[src/rtl/uart_tx_framer_if.sv]
// Response-frame bus between the core result path, the framer and the UART
// byte transmitter.
//   master : requester side (drives the request) plus the UART (drives tx_busy)
//   slave  : the framer
// Handshake: a request transfers on a rising clk edge where req_valid and
// req_ready are both high; the requester holds req_valid and the request
// fields stable until that edge. new_tx_data is a one-cycle strobe with
// tx_data valid in the same cycle; tx_busy is the transmitter's back-pressure.
interface uart_tx_framer_if #(
  parameter int MAX_BYTES = 4
);
  logic                   req_valid;
  logic                   req_ready;
  logic [7:0]             req_cmd;
  logic [7:0]             req_len;
  logic [MAX_BYTES*8-1:0] req_data;
  logic [7:0]             tx_data;
  logic                   new_tx_data;
  logic                   tx_busy;
  logic                   frame_done;
  logic                   busy;

  modport master (
    output req_valid, req_cmd, req_len, req_data, tx_busy,
    input  req_ready, tx_data, new_tx_data, frame_done, busy
  );

  modport slave (
    input  req_valid, req_cmd, req_len, req_data, tx_busy,
    output req_ready, tx_data, new_tx_data, frame_done, busy
  );
endinterface

[src/rtl/uart_tx_framer.sv]
// UART response-frame builder.
// Frame: HEADER, cmd, eff_len, payload bytes LSB-first, where
// eff_len = min(req_len, MAX_BYTES). One byte is offered per transmitter slot:
// strobe, one guard cycle (the UART raises tx_busy a cycle after the strobe),
// then wait for tx_busy low before the next byte.
// Optional feature, macro UART_FRAME_CSUM_EN: appends an XOR checksum of cmd,
// eff_len and the payload bytes after the last payload byte.
// dbg_state exposes the FSM state encoding for checkers.
module uart_tx_framer #(
  parameter int         MAX_BYTES = 4,
  parameter logic [7:0] HEADER    = 8'h55
) (
  input  logic              clk,
  input  logic              rst_n,
  uart_tx_framer_if.slave   bus,
  output logic [2:0]        dbg_state
);

  localparam int         PW      = MAX_BYTES * 8;
  localparam logic [7:0] MAX_LEN = 8'(MAX_BYTES);

`ifdef UART_FRAME_CSUM_EN
  typedef enum logic [2:0] {
    S_IDLE = 3'd0,
    S_HDR  = 3'd1,
    S_CMD  = 3'd2,
    S_LEN  = 3'd3,
    S_DATA = 3'd4,
    S_CSUM = 3'd5,
    S_DONE = 3'd6
  } state_t;
`else
  typedef enum logic [2:0] {
    S_IDLE = 3'd0,
    S_HDR  = 3'd1,
    S_CMD  = 3'd2,
    S_LEN  = 3'd3,
    S_DATA = 3'd4,
    S_DONE = 3'd6
  } state_t;
`endif

  state_t          state;
  state_t          nxt_state;
  state_t          tail_state;
  logic            guard;
  logic [7:0]      cmd_q;
  logic [7:0]      len_q;
  logic [7:0]      cnt_q;
  logic [PW-1:0]   payload_q;
  logic [7:0]      cur_byte;
  logic [7:0]      eff_len;
`ifdef UART_FRAME_CSUM_EN
  logic [7:0]      csum_q;
`endif

  // Length is clamped at capture so LEN and the data count always agree.
  assign eff_len   = (bus.req_len > MAX_LEN) ? MAX_LEN : bus.req_len;
  assign dbg_state = state;

`ifdef UART_FRAME_CSUM_EN
  assign tail_state = S_CSUM;
`else
  assign tail_state = S_DONE;
`endif

  // Byte to offer in the current state and where to go once it is issued.
  always_comb begin
    cur_byte  = 8'h00;
    nxt_state = state;
    case (state)
      S_HDR: begin
        cur_byte  = HEADER;
        nxt_state = S_CMD;
      end
      S_CMD: begin
        cur_byte  = cmd_q;
        nxt_state = S_LEN;
      end
      S_LEN: begin
        cur_byte  = len_q;
        nxt_state = (len_q == 8'd0) ? tail_state : S_DATA;
      end
      S_DATA: begin
        cur_byte  = payload_q[7:0];
        nxt_state = (cnt_q == 8'd1) ? tail_state : S_DATA;
      end
`ifdef UART_FRAME_CSUM_EN
      S_CSUM: begin
        cur_byte  = csum_q;
        nxt_state = S_DONE;
      end
`endif
      default: ;
    endcase
  end

  // Frame FSM with registered handshake, strobe and status outputs.
  always_ff @(posedge clk or negedge rst_n) begin
    if (!rst_n) begin
      state           <= S_IDLE;
      guard           <= 1'b0;
      cmd_q           <= 8'h00;
      len_q           <= 8'h00;
      cnt_q           <= 8'h00;
      payload_q       <= '0;
`ifdef UART_FRAME_CSUM_EN
      csum_q          <= 8'h00;
`endif
      bus.req_ready   <= 1'b1;
      bus.tx_data     <= 8'h00;
      bus.new_tx_data <= 1'b0;
      bus.frame_done  <= 1'b0;
      bus.busy        <= 1'b0;
    end else begin
      bus.new_tx_data <= 1'b0;
      bus.frame_done  <= 1'b0;
      case (state)
        S_IDLE: begin
          if (bus.req_valid && bus.req_ready) begin
            cmd_q         <= bus.req_cmd;
            len_q         <= eff_len;
            cnt_q         <= eff_len;
            payload_q     <= bus.req_data;
`ifdef UART_FRAME_CSUM_EN
            csum_q        <= 8'h00;
`endif
            guard         <= 1'b0;
            bus.req_ready <= 1'b0;
            bus.busy      <= 1'b1;
            state         <= S_HDR;
          end
        end
        S_DONE: begin
          // First cycle is the guard after the last strobe; frame_done is
          // visible in the second, before req_ready reopens in IDLE.
          if (guard) begin
            guard          <= 1'b0;
            bus.frame_done <= 1'b1;
            bus.busy       <= 1'b0;
          end else begin
            bus.req_ready <= 1'b1;
            state         <= S_IDLE;
          end
        end
        default: begin
          if (guard) begin
            guard <= 1'b0;
          end else if (!bus.tx_busy) begin
            bus.tx_data     <= cur_byte;
            bus.new_tx_data <= 1'b1;
            guard           <= 1'b1;
            state           <= nxt_state;
            if (state == S_DATA) begin
              payload_q <= payload_q >> 8;
              cnt_q     <= cnt_q - 8'd1;
            end
`ifdef UART_FRAME_CSUM_EN
            if (state == S_CMD || state == S_LEN || state == S_DATA) begin
              csum_q <= csum_q ^ cur_byte;
            end
`endif
          end
        end
      endcase
    end
  end

endmodule

[src/flat_wrapper.sv]
// flat-port wrapper written by rule: the top's interface ports become plain ports
module uart_tx_framer_flat 
#(
  parameter int         MAX_BYTES = 4,
  parameter logic [7:0] HEADER    = 8'h55
)
  (clk, rst_n, dbg_state, bus_req_valid, bus_req_cmd, bus_req_len, bus_req_data, bus_tx_busy, bus_req_ready, bus_tx_data, bus_new_tx_data, bus_frame_done, bus_busy);
  uart_tx_framer_if #(.MAX_BYTES(MAX_BYTES)) bus_i ();
  input  logic clk;
  input  logic rst_n;
  output logic [2:0] dbg_state;
  input wire logic [$bits(bus_i.req_valid)-1:0] bus_req_valid;
  input wire logic [$bits(bus_i.req_cmd)-1:0] bus_req_cmd;
  input wire logic [$bits(bus_i.req_len)-1:0] bus_req_len;
  input wire logic [$bits(bus_i.req_data)-1:0] bus_req_data;
  input wire logic [$bits(bus_i.tx_busy)-1:0] bus_tx_busy;
  output wire logic [$bits(bus_i.req_ready)-1:0] bus_req_ready;
  output wire logic [$bits(bus_i.tx_data)-1:0] bus_tx_data;
  output wire logic [$bits(bus_i.new_tx_data)-1:0] bus_new_tx_data;
  output wire logic [$bits(bus_i.frame_done)-1:0] bus_frame_done;
  output wire logic [$bits(bus_i.busy)-1:0] bus_busy;
  assign bus_i.req_valid = bus_req_valid;
  assign bus_i.req_cmd = bus_req_cmd;
  assign bus_i.req_len = bus_req_len;
  assign bus_i.req_data = bus_req_data;
  assign bus_i.tx_busy = bus_tx_busy;
  assign bus_req_ready = bus_i.req_ready;
  assign bus_tx_data = bus_i.tx_data;
  assign bus_new_tx_data = bus_i.new_tx_data;
  assign bus_frame_done = bus_i.frame_done;
  assign bus_busy = bus_i.busy;
  uart_tx_framer #(.MAX_BYTES(MAX_BYTES), .HEADER(HEADER)) u_core (.clk(clk), .rst_n(rst_n), .bus(bus_i), .dbg_state(dbg_state));
endmodule
[config.mk]
export PLATFORM = sky130hd
export DESIGN_NAME = uart_tx_framer_flat
export DESIGN_NICKNAME = d
export VERILOG_FILES = /design/src/rtl/uart_tx_framer_if.sv /design/src/rtl/uart_tx_framer.sv /design/src/flat_wrapper.sv
export SDC_FILE = /design/constraint.sdc
export NUM_CORES = 1
export LEC_CHECK = 0
export ABC_AREA = 0
export CORE_MARGIN = 1
export CORE_UTILIZATION = 45
export DETAILED_ROUTE_END_ITERATION = 8
export GPL_ROUTABILITY_DRIVEN = 0
export PLACE_DENSITY = 0.71
export REMOVE_ABC_BUFFERS = 1
export SYNTH_ARGS = -nofsm -noshare
export SYNTH_HDL_FRONTEND = slang
export SYNTH_SLANG_ARGS = --single-unit
export TNS_END_PERCENT = 1
[constraint.sdc]
create_clock -name clk -period 1.9 [get_ports clk]
set_input_delay 0.285 -clock clk [delete_from_list [all_inputs] [get_ports clk]]
set_output_delay 0.285 -clock clk [all_outputs]
set_load 0.1 [all_outputs]
==> impl_metrics.toml <==
[setup_path]
critical_path_class = "reg2reg"
path_delay_family = "compound AO/OA/AOI/OAI gates"
cp-end-kind = "flop"
cp_cell_sequence = "or3b_4 -> a21o_2 -> buf_12 -> a22o_1"
path_max_fanout = 42
arrival_ns = 1.98
timing.reg2reg.setup_slack_ns = 0.16
startpoint_type = "flop"
cpMaxStageDelayCell = "dfrtp_1"
cpPeakStageDelay_ns = 0.46
critical_path_required_ns = 2.14
critPathBufInv = 1

[logic_synthesis]
synth_top_cell_area_share_pct = 52.0
yosysMostFrequentCell = "dfrtp_1"
yosys.area_share.xor_xnor_pct = 1.54
yosys_warnings = 0
synthTopCellsByArea = "dfrtp_1, mux2i_1, nand2_1"
yosys_register_bits = 72
synth_fa_ha_area_share_pct = 0.733
syn_inst = 337
synth_flop_cell = "dfrtp_1"
synth_top_family_by_area = "compound AO/OA/AOI/OAI gates"
ys_seq_area_share_pct = 52.8
async_flop_share_pct = 100
synth_compound_area_share_pct = 16.9
yosys.area_share.simple_pct = 15.4
netlist_top_cells_count = "dfrtp_1, nand2_1, o21ai_0"
synth_edf_count = 0
synth_mux_area_share_pct = 8.83
synth_top_area_cell = "dfrtp_1"
syn_area_um2 = 3410
syn-mean-instance-area_um2 = 10.1
synth_cell_types = 40

[timing]
fin_setup_tns_ns = 0
finalCritPeriodShare_pct = 91.6
rsz0062_at_grt = "no"
hold_violations = 0
tightest_slew_ns = 0.636
clock_skew_ns = 0.0108
drv_slew = 0
setup_viol = 0
max-slew-margin-rel_pct = 57.6
fin_crit_ns = 1.74
max_freq_ghz = 0.575

[cts]
cts.sinks = 72
postCtsSetupRepairBufs = 0
cts_max_level = 3
numCtsBuffers = 9
clk_path_buf_depth = 2
clk_latency_ns = 0.35
root_buffer = "clkbuf_8"
cts_tree = "built"
path_clk_slew_ns = 0.08

[die]
rows = 31
die-area_um2 = 7940
core_um2 = 7290
io_pins = 67
die_h_um = 89.1
die_w_um = 89.1
initial_utilization_pct = 46.8

[global_route]
antenna_found_initial = 0
grt_usage_pct = 21.0
grt_max_degree = 52
grt_pass1_wl_mm = 12.5
overflow = 0
grt_pass1_vias = 2610

[routing]
drt_first_iter_violations = 88
routed-via-count = 2669
ant_nets = 0
dr.pass1.iters = 4
drc = 0
wl_per_cell_um = 13.9
drt_wl_total_mm = 7.28
vias_per_cell = 5.10

[power]
power_leakage_nw = 2.08
finalPower_w = 0.00740
ir_drop_mv = 0.512
p_per_area_nw_per_um2 = 1630

[hold_path]
hold_class = "in2reg"

[finish]
drive_above_1_share_pct = 16.3
nets = 473
synthToLayoutAreaGrowth_pct = 33.1
antenna_cells = 0

[status]
outcome = "finished, final reports clean"

[place]
io_buffers = 66
dp_hpwl_mm = 5.24

[run]
drv_cap = 0
[report_power, final]
group,total [W],leakage [nW],internal (W),switching [W]
Combinational,0.00374,1.04,0.00147,0.00227
Sequential,0.00250,0.942,0.00211,0.000389
Clock,0.00116,0.0941,0.000602,0.000556
[registers in the layout (all words and copies together), names as in the netlist]
| signal | count |
|---|---|
| u_core.guard | 1 |
| u_core.bus.req_ready | 1 |
| u_core.payload_q | 32 |
| u_core.dbg_state | 3 |
| u_core.cmd_q | 8 |
| u_core.cnt_q | 8 |
| u_core.bus.new_tx_data | 1 |
| u_core.bus.tx_data | 8 |
| u_core.len_q | 8 |
| u_core.bus.frame_done | 1 |
| u_core.bus.busy | 1 |
[worst paths after layout]
| kind | start | end | cells after the start |
|---|---|---|---|
| max | u_core.dbg_state[2] | u_core.payload_q[28] | 4 |
| min | bus_req_cmd[4] | u_core.cmd_q[4] | 3 |
| max reg2reg | u_core.dbg_state[2] | u_core.payload_q[28] | 4 |
| min reg2reg | u_core.payload_q[14] | u_core.payload_q[14] | 2 |
| max in group asynchronous | rst_n | u_core.len_q[4] | 3 |
| min in group asynchronous | rst_n | u_core.guard | 2 |
[routing by layer]
layer,up-vias,track usage (%),part of all wire [%]
met2,59,30.7,45
met4,0,9.67,1.8
met3,11,3.79,3.0
met1,1259,30.3,50
met5,-,0,0
li1,1340,-,-
[worst min-delay path, cell delays in order]
cell,delay [ns]
clkdlybuf4s50_1,0.40
nand2_1,0.05
nand2_1,0.04
[cell usage in the layout (no fill, tap or decap), types with 4 or more instances in the layout]
cell type	instances
a21oi_1	12
nand2_1	67
o21ai_0	42
inv_1	5
mux2i_1	29
nor2_1	20
o31ai_1	4
buf_12	8
a21o_1	5
nand2b_1	5
clkbuf_8	9
xnor2_1	5
dfrtp_1	71
clkdlybuf4s50_1	50
buf_4	33
a22o_1	8
and2_1	4
[area by class of cell]
class	count	area (µm²)
clock buffer	12	135
clock inverter	4	45.0
fill	633	2750
inverter	5	18.8
multi-input combinational	239	1500
sequential	72	1800
tap	99	124
timing repair buffer	92	918
[repair_timing]
| item | CTS | global route |
|---|---|---|
| hold buffers | 1 | 0 |
| setup endpoints to repair | 0 | 9 |
| hold endpoints to repair | 48 | 0 |
| gates resized for setup | 0 | 2 |
[cells by family (layout without fill, tap and decap cells)]
group / Yosys count / count (layout)
AND/OR/NAND/NOR: 116 / 116
AO/OA/AOI/OAI: 85 / 85
flip-flops: 72 / 72
multiplexers: 30 / 30
buffers and inverters: 26 / 113
XOR/XNOR: 6 / 6
adder cells (fa/ha/maj): 2 / 2
[through the flow]
step | worst slack (ns) | hold slack [ns] | std cells | instance area, µm² | util (%)
2_1_floorplan | -2.02 | -0.0106 | 316 | 3300 | -
3_3_place_gp | -0.0537 | 0.353 | 506 | 4350 | 59.6
3_5_place_dp | -0.0777 | 0.354 | 506 | 4350 | 59.6
4_1_cts | 0.0262 | 0.465 | 523 | 4540 | 62.2
5_1_grt | 0.0481 | 0.487 | 523 | 4550 | 62.3
6_report | 0.160 | 0.470 | 523 | 4550 | 62.3
Note: power is estimated with default switching activity, not from simulation.
